### src/rtl/tmds_link_ctrl.sv
// tmds_link_ctrl: pixel-domain TMDS transmit sequencer (lock qualify, serializer reset, preamble, video); optional drop counter via TMDS_LINK_DROP_CNT_EN
module tmds_link_ctrl #(
    parameter int RST_CYCLES  = 16,
    parameter int IDLE_CYCLES = 64,
    parameter int LOCK_FILT   = 8
) (
    input  logic       clk_pix,
    input  logic       rst_pix,
    input  logic       clk_lock,
    input  logic       de_in,
    output logic       ser_rst,
    output logic       oe,
    output logic       force_ctrl,
    output logic       link_up,
    output logic [1:0] state,
    output logic [7:0] drop_cnt
);
    localparam int SEQ_MAX = (RST_CYCLES > IDLE_CYCLES) ? RST_CYCLES : IDLE_CYCLES;
    localparam int SW = $clog2(SEQ_MAX + 1);
    localparam int LW = $clog2(LOCK_FILT + 1);

    typedef enum logic [1:0] {DOWN = 2'd0, RST = 2'd1, PREAMBLE = 2'd2, UP = 2'd3} state_t;

    state_t cur, nxt;
    logic [LW-1:0] lock_cnt;
    logic [SW-1:0] seq, seq_nxt;
    logic lock_ok;

    assign lock_ok = lock_cnt == LW'(LOCK_FILT);

    // count consecutive locked samples, saturating once lock is qualified
    always_ff @(posedge clk_pix) begin
        if (rst_pix || !clk_lock) lock_cnt <= '0;
        else if (!lock_ok) lock_cnt <= lock_cnt + 1'b1;
    end

    // state and sequence counter registers
    always_ff @(posedge clk_pix) begin
        if (rst_pix) begin
            cur <= DOWN;
            seq <= '0;
        end else begin
            cur <= nxt;
            seq <= seq_nxt;
        end
    end

    // next state: lock loss overrides everything outside DOWN
    always_comb begin
        nxt = cur;
        seq_nxt = seq;
        if (cur != DOWN && !clk_lock) nxt = DOWN;
        else begin
            case (cur)
                DOWN: if (lock_ok) begin
                    nxt = RST;
                    seq_nxt = SW'(RST_CYCLES - 1);
                end
                RST: if (seq != '0) seq_nxt = seq - 1'b1;
                     else begin
                         nxt = PREAMBLE;
                         seq_nxt = SW'(IDLE_CYCLES - 1);
                     end
                PREAMBLE: if (seq != '0) seq_nxt = seq - 1'b1;
                          else if (!de_in) nxt = UP;
                default: ;
            endcase
        end
    end

    assign state      = cur;
    assign ser_rst    = cur == DOWN || cur == RST;
    assign oe         = cur == PREAMBLE || cur == UP;
    assign force_ctrl = cur != UP;
    assign link_up    = cur == UP;

`ifdef TMDS_LINK_DROP_CNT_EN
    // count lock-loss events that tear down an active sequence, saturating
    always_ff @(posedge clk_pix) begin
        if (rst_pix) drop_cnt <= '0;
        else if (cur != DOWN && !clk_lock && drop_cnt != 8'hFF) drop_cnt <= drop_cnt + 1'b1;
    end
`else
    assign drop_cnt = 8'd0;
`endif
endmodule

### config.mk
export PLATFORM = sky130hd
export DESIGN_NAME = tmds_link_ctrl
export DESIGN_NICKNAME = d
export VERILOG_FILES = /design/src/rtl/tmds_link_ctrl.sv
export SDC_FILE = /design/constraint.sdc
export NUM_CORES = 1
export LEC_CHECK = 0
export ABC_AREA = 1
export BUFFER_PORTS_ARGS = -buffer_cell sky130_fd_sc_hd__buf_2
export CAP_MARGIN = 20
export CORE_MARGIN = 2
export CORE_UTILIZATION = 53
export CTS_CLUSTER_SIZE = 20
export DETAILED_ROUTE_END_ITERATION = 8
export GPL_ROUTABILITY_DRIVEN = 0
export PLACE_DENSITY = 0.76
export SYNTH_ARGS = -nofsm -noshare
export SYNTH_HDL_FRONTEND = slang
export SYNTH_SLANG_ARGS = --single-unit
### constraint.sdc
create_clock -name clk_pix -period 1.7 [get_ports clk_pix]
set_clock_uncertainty 0.1 [all_clocks]
set_input_delay 0.17 -clock clk_pix [delete_from_list [all_inputs] [get_ports clk_pix]]
set_output_delay 0.17 -clock clk_pix [all_outputs]
set_load 0.01 [all_outputs]
==> impl_metrics.json, run 1 <==
{
  "status": "finished, final reports clean",
  "fill_cells": 144,
  "min_period_ns": 1.64,
  "finalSetupViolations": 0,
  "p_leak_nw": 0.528,
  "clk_pin_slew_ns": 0.08,
  "slew_violations": 0,
  "design_area_um2": 1130,
  "dieArea_um2": 2140,
  "grt_pass1_wl_um": 3030,
  "synth.distinct_cells": 24,
  "diodes": 0,
  "yosys-top-cells-area": "dfxtp_1, ha_1, inv_1",
  "wl_um": 2040,
  "ant_nets": 0,
  "antenna_found_initial": 0,
  "arrival_ns": 1.37,
  "grt_pass1_vias": 709,
  "timing.final.ws_setup_ns": 0.0572,
  "place_ws_ns": 0.0466,
  "syn_area_um2": 947,
  "synthesis.instances": 135,
  "powerDensity_nw_per_um2": 1130,
  "hold_viol": 0,
  "cp_max_fo": 5,
  "drt_iter0_drc": 38,
  "die_w_um": 46.3,
  "ctsHtreeMaxLevel": 1,
  "core_area_um2": 1710,
  "timing.hold.ws_ns": 0.147,
  "grt_setup_unrepaired": "yes",
  "place_inst": 172,
  "peakVddDrop_mv": 0.718,
  "drt_pass1_iterations": 4,
  "place.port_buffers": 9,
  "crit_required_ns": 1.43,
  "area_growth_pct": 18.9,
  "max_freq_mhz": 609,
  "root_buffer": "clkbuf_4",
  "power_mw": 1.27,
  "io_pins": 18,
  "crit_path_end_kind": "primary output",
  "rows": 15,
  "ys.warnings.count": 0,
  "final_util_pct": 65.9,
  "final_cell_mix": "inv_1, nand2_1, nor2_1",
  "dp_hpwl_um": 1530,
  "insertion_delay_ns": 0.28,
  "yosys.area.top_type_share_pct": 27.5,
  "viasPerCell": 4.99,
  "stdcell_count": 179,
  "yosysTopAreaCell": "dfxtp_1",
  "seq_area_frac_synth_pct": 27.5,
  "cap_violations": 0,
  "cts_tree": "done",
  "wire_per_inst_um": 11.4,
  "grt_overflow": 0,
  "hold_path.class": "input port to flop",
  "grt_max_degree": 8,
  "initial_core_util_pct": 55.5,
  "drc_errors": 0,
  "syn_area_per_cell_um2": 7.02,
  "cts.sinks": 13,
  "vias": 893,
  "dieHeight_um": 46.3,
  "final_layout_size_suffix_gt1_share_pct": 27.3,
  "nets": 168,
  "dpl-instance-area_um2": 1020,
  "post-route-period-util_pct": 96.6,
  "cts_buffer_depth": 2,
  "track_usage_pct": 20.8,
  "ys_ff_latch": 13,
  "tns_ns": 0,
  "cts_buffers": 3,
  "setup.worst_path.start_class": "flop",
  "critical_path_class": "flop to primary output"
}
## cell families after synthesis
| kind of cell | share of synthesized area [%] |
|---|---|
| AO/OA/AOI/OAI | 14.1 |
| XOR/XNOR | 2.77 |
| adder cells (fa/ha/maj) | 11.9 |
| buffers and inverters | 15.1 |
| flip-flops | 27.5 |
| other | 0.396 |
| AND/OR/NAND/NOR | 28.3 |
## synthesized netlist by cell type
cell / count
nand2_1: 19
nand3_1: 5
o21ai_1: 1
dfxtp_1: 13
conb_1: 1
nor2_4: 2
inv_2: 1
ha_1: 9
buf_4: 8
a22oi_1: 1
a21boi_0: 1
xnor2_1: 3
nor3_1: 1
a21oi_2: 3
o21ai_0: 10
nand4_1: 3
inv_1: 21
nand3_2: 2
nor2_2: 1
or2_2: 2
nor2_1: 18
o21a_1: 1
a21oi_1: 6
nand2_2: 3
## registers in the layout, indices dropped and copies added (netlist names)
signal and count:
seq 7, state 2, lock_cnt 4
## critical path: stages (launching register included)
cell	delay, ns
dfxtp_4	0.38
clkinvlp_4	0.15
ha_4	0.21
or2_4	0.23
buf_6	0.12
## per-layer routing
metal | wire length (um) | vias to the layer above | global-route usage (%) | part of all wire, %
li1 | - | 449 | - | -
met1 | 906 | 406 | 26.0 | 44
met2 | 973 | 27 | 32.2 | 48
met3 | 61 | 11 | 3.53 | 3.0
met4 | 97 | 0 | 13.7 | 4.8
met5 | 0 | - | 0 | 0
## what timing repair did
action | 4_1_cts | 5_1_grt
resized for setup | 4 | 13
setup endpoints to repair | 1 | 9
buffers inserted | 0 | 2
hold buffers | 1 | 0
endpoints found under the hold margin | 2 | 0
pin swaps | 0 | 4
## final cells by class
class	count	area [um^2]	share of cell area (%)
timing repair buffer	16	106	9.44
multi-input combinational	99	606	53.8
tap	25	31.3	2.78
clock buffer	4	26.3	2.33
inverter	22	86.3	7.67
sequential	13	270	24.0
## power by group
part / internal, mW / total (mW) / switching [mW] / leakage [nW]
Clock: 0.0913 / 0.199 / 0.108 / 0.0150
Sequential: 0.353 / 0.407 / 0.0543 / 0.108
Combinational: 0.284 / 0.667 / 0.383 / 0.405
Total: 0.729 / 1.27 / 0.545 / 0.528
## final timing paths
path	start	end	slack, ns	cells past startpoint
worst max register to register	lock_cnt[1]	state[1]	0.08	10
worst min-delay path	clk_lock	lock_cnt[3]	0.15	5
worst max-delay path	state[1]	ser_rst	0.06	4
worst min register to register	lock_cnt[0]	lock_cnt[0]	0.36	1
No activity file was read; power rests on OpenSTA's default activity.
==> inputs of run 2 (changes only) <==
--- a/config.mk
+++ b/config.mk
@@ -9,11 +9,11 @@
 export BUFFER_PORTS_ARGS = -buffer_cell sky130_fd_sc_hd__buf_2
 export CAP_MARGIN = 20
 export CORE_MARGIN = 2
-export CORE_UTILIZATION = 53
+export CORE_UTILIZATION = 34
 export CTS_CLUSTER_SIZE = 20
 export DETAILED_ROUTE_END_ITERATION = 8
 export GPL_ROUTABILITY_DRIVEN = 0
-export PLACE_DENSITY = 0.76
+export PLACE_DENSITY = 0.52
 export SYNTH_ARGS = -nofsm -noshare
 export SYNTH_HDL_FRONTEND = slang
 export SYNTH_SLANG_ARGS = --single-unit
==> run 2 against run 1 <==
Effect of this change:
- core utilization shrank 24 points
- sequential power fell by 2%
- sequential share of layout area fell by 0.22 points
- clock power about the same
- global-route usage down 7.6 points
- non-clock buffer count up 1
- highest routed layer unchanged
- flip-flop and latch count unchanged
- critical endpoint unchanged
==> impl_metrics.json, run 2 (synthesis results as in run 1) <==
{
  "final_util_pct": 41.7,
  "cts_buffer_depth": 2,
  "largest_reg_flops": 7,
  "viasPerCell": 4.51,
  "grt_max_degree": 9,
  "powerDensity_nw_per_um2": 1110,
  "grt_pass1_wl_um": 3300,
  "p_sw_uw": 534,
  "dieHeight_um": 56.8,
  "dpl-instance-area_um2": 1030,
  "fill_cells": 286,
  "design_area_um2": 1130,
  "slew_violations": 0,
  "clock_power_share_pct": 16.0,
  "drt_pass1_iterations": 4,
  "status": "finished, final reports clean",
  "clk_pin_slew_ns": 0.08,
  "max_freq_mhz": 614,
  "arrival_ns": 1.36,
  "initial_core_util_pct": 34.9,
  "cap_violations": 0,
  "p_leak_nw": 0.532,
  "post-route-period-util_pct": 95.8,
  "final_common_cell": "inv_1",
  "dieArea_um2": 3220,
  "finalSetupViolations": 0,
  "hold_path.class": "input port to flop",
  "nets": 169,
  "die_w_um": 56.8,
  "ant_nets": 0,
  "ctsHtreeMaxLevel": 1,
  "cts_tree": "done",
  "critical_path_class": "flop to primary output",
  "grt_overflow": 0,
  "core_area_um2": 2710,
  "grt_setup_unrepaired": "yes",
  "cts_buffers": 3,
  "peakVddDrop_mv": 0.770,
  "rows": 19,
  "intPower_uw": 722,
  "hold_viol": 0,
  "p_sw_share_pct": 42.5,
  "p_comb_share_pct": 52.2,
  "drt_iter0_drc": 14,
  "insertion_delay_ns": 0.28,
  "drc_errors": 0,
  "root_buffer": "clkbuf_4",
  "antenna_found_initial": 0,
  "min_period_ns": 1.63,
  "cts.sinks": 13,
  "dp_hpwl_um": 1540,
  "regMostFlops": "seq",
  "stdcell_count": 186,
  "final_cell_mix": "inv_1, nand2_1, nor2_1",
  "diodes": 0,
  "final_layout_size_suffix_gt1_share_pct": 27.7,
  "crit_path_end_kind": "primary output",
  "track_usage_pct": 13.1,
  "wire_per_inst_um": 10.3,
  "seqPwrFrac_pct": 31.8,
  "area_growth_pct": 19.4,
  "crit_required_ns": 1.43,
  "setup.worst_path.start_class": "flop",
  "vias": 839,
  "place_inst": 178,
  "place.port_buffers": 9,
  "io_pins": 18,
  "grt_pass1_vias": 757,
  "timing.hold.ws_ns": 0.152,
  "multi_input_area_um2": 606,
  "cp_max_fo": 5,
  "regArea_um2": 269,
  "wl_um": 1910
}
[run 2: worst max-delay path: stages (launching register included)]
cell and delay (ns):
dfxtp_4 0.39, inv_1 0.09, ha_4 0.18, or2_2 0.28, buf_2 0.15
[run 2: metal layers]
layer  global-route usage, %  routed length [um]
met5                       0                   0
met4                    3.65                  13
met3                    4.15                  54
met2                    20.8                 916
met1                    17.2                 924
[run 2: metrics by stage]
stage	setup slack (ns)	TNS (ns)	total power [mW]
4_1_cts	0.00495	0	1.20
5_1_grt	-0.00175	-0.00207	1.38
6_report	0.0715	0	1.26
3_3_place_gp	0.0697	0	0.993
2_1_floorplan	0.0414	0	0.846
3_5_place_dp	0.0320	0	0.991
[run 2: layout make-up]
type,count,share of cell area [%]
clock buffers,3,1.99
multi-input cells,99,53.5
clock inverters,1,0.442
inverters,22,7.30
flip-flops and latches,13,23.8
well taps,31,3.43
repair buffers,17,9.51
[run 2: power by group through the flow]
stage | logic [mW] | clock network, mW | registers, mW
floorplan | 0.450 | 0 | 0.396
global placement | 0.592 | 0 | 0.401
detailed placement | 0.590 | 0 | 0.401
CTS | 0.596 | 0.212 | 0.397
global route | 0.751 | 0.226 | 0.407
finish | 0.656 | 0.201 | 0.399
[run 2: worst paths after layout]
kind               startpoint           to  slack (ns)  cells after the start
setup / recovery     state[0]      ser_rst        0.07                      4
hold / removal       clk_lock  lock_cnt[0]        0.15                      5
setup reg to reg  lock_cnt[1]     state[1]        0.13                     10
hold reg to reg   lock_cnt[0]  lock_cnt[0]        0.37                      1
[run 2: timing repair]
item,4_1_cts,5_1_grt
endpoints found under the setup margin,1,8
hold buffers,1,0
resized for setup,4,10
setup buffers,0,3
hold endpoints to repair,2,0
pin swaps,0,1
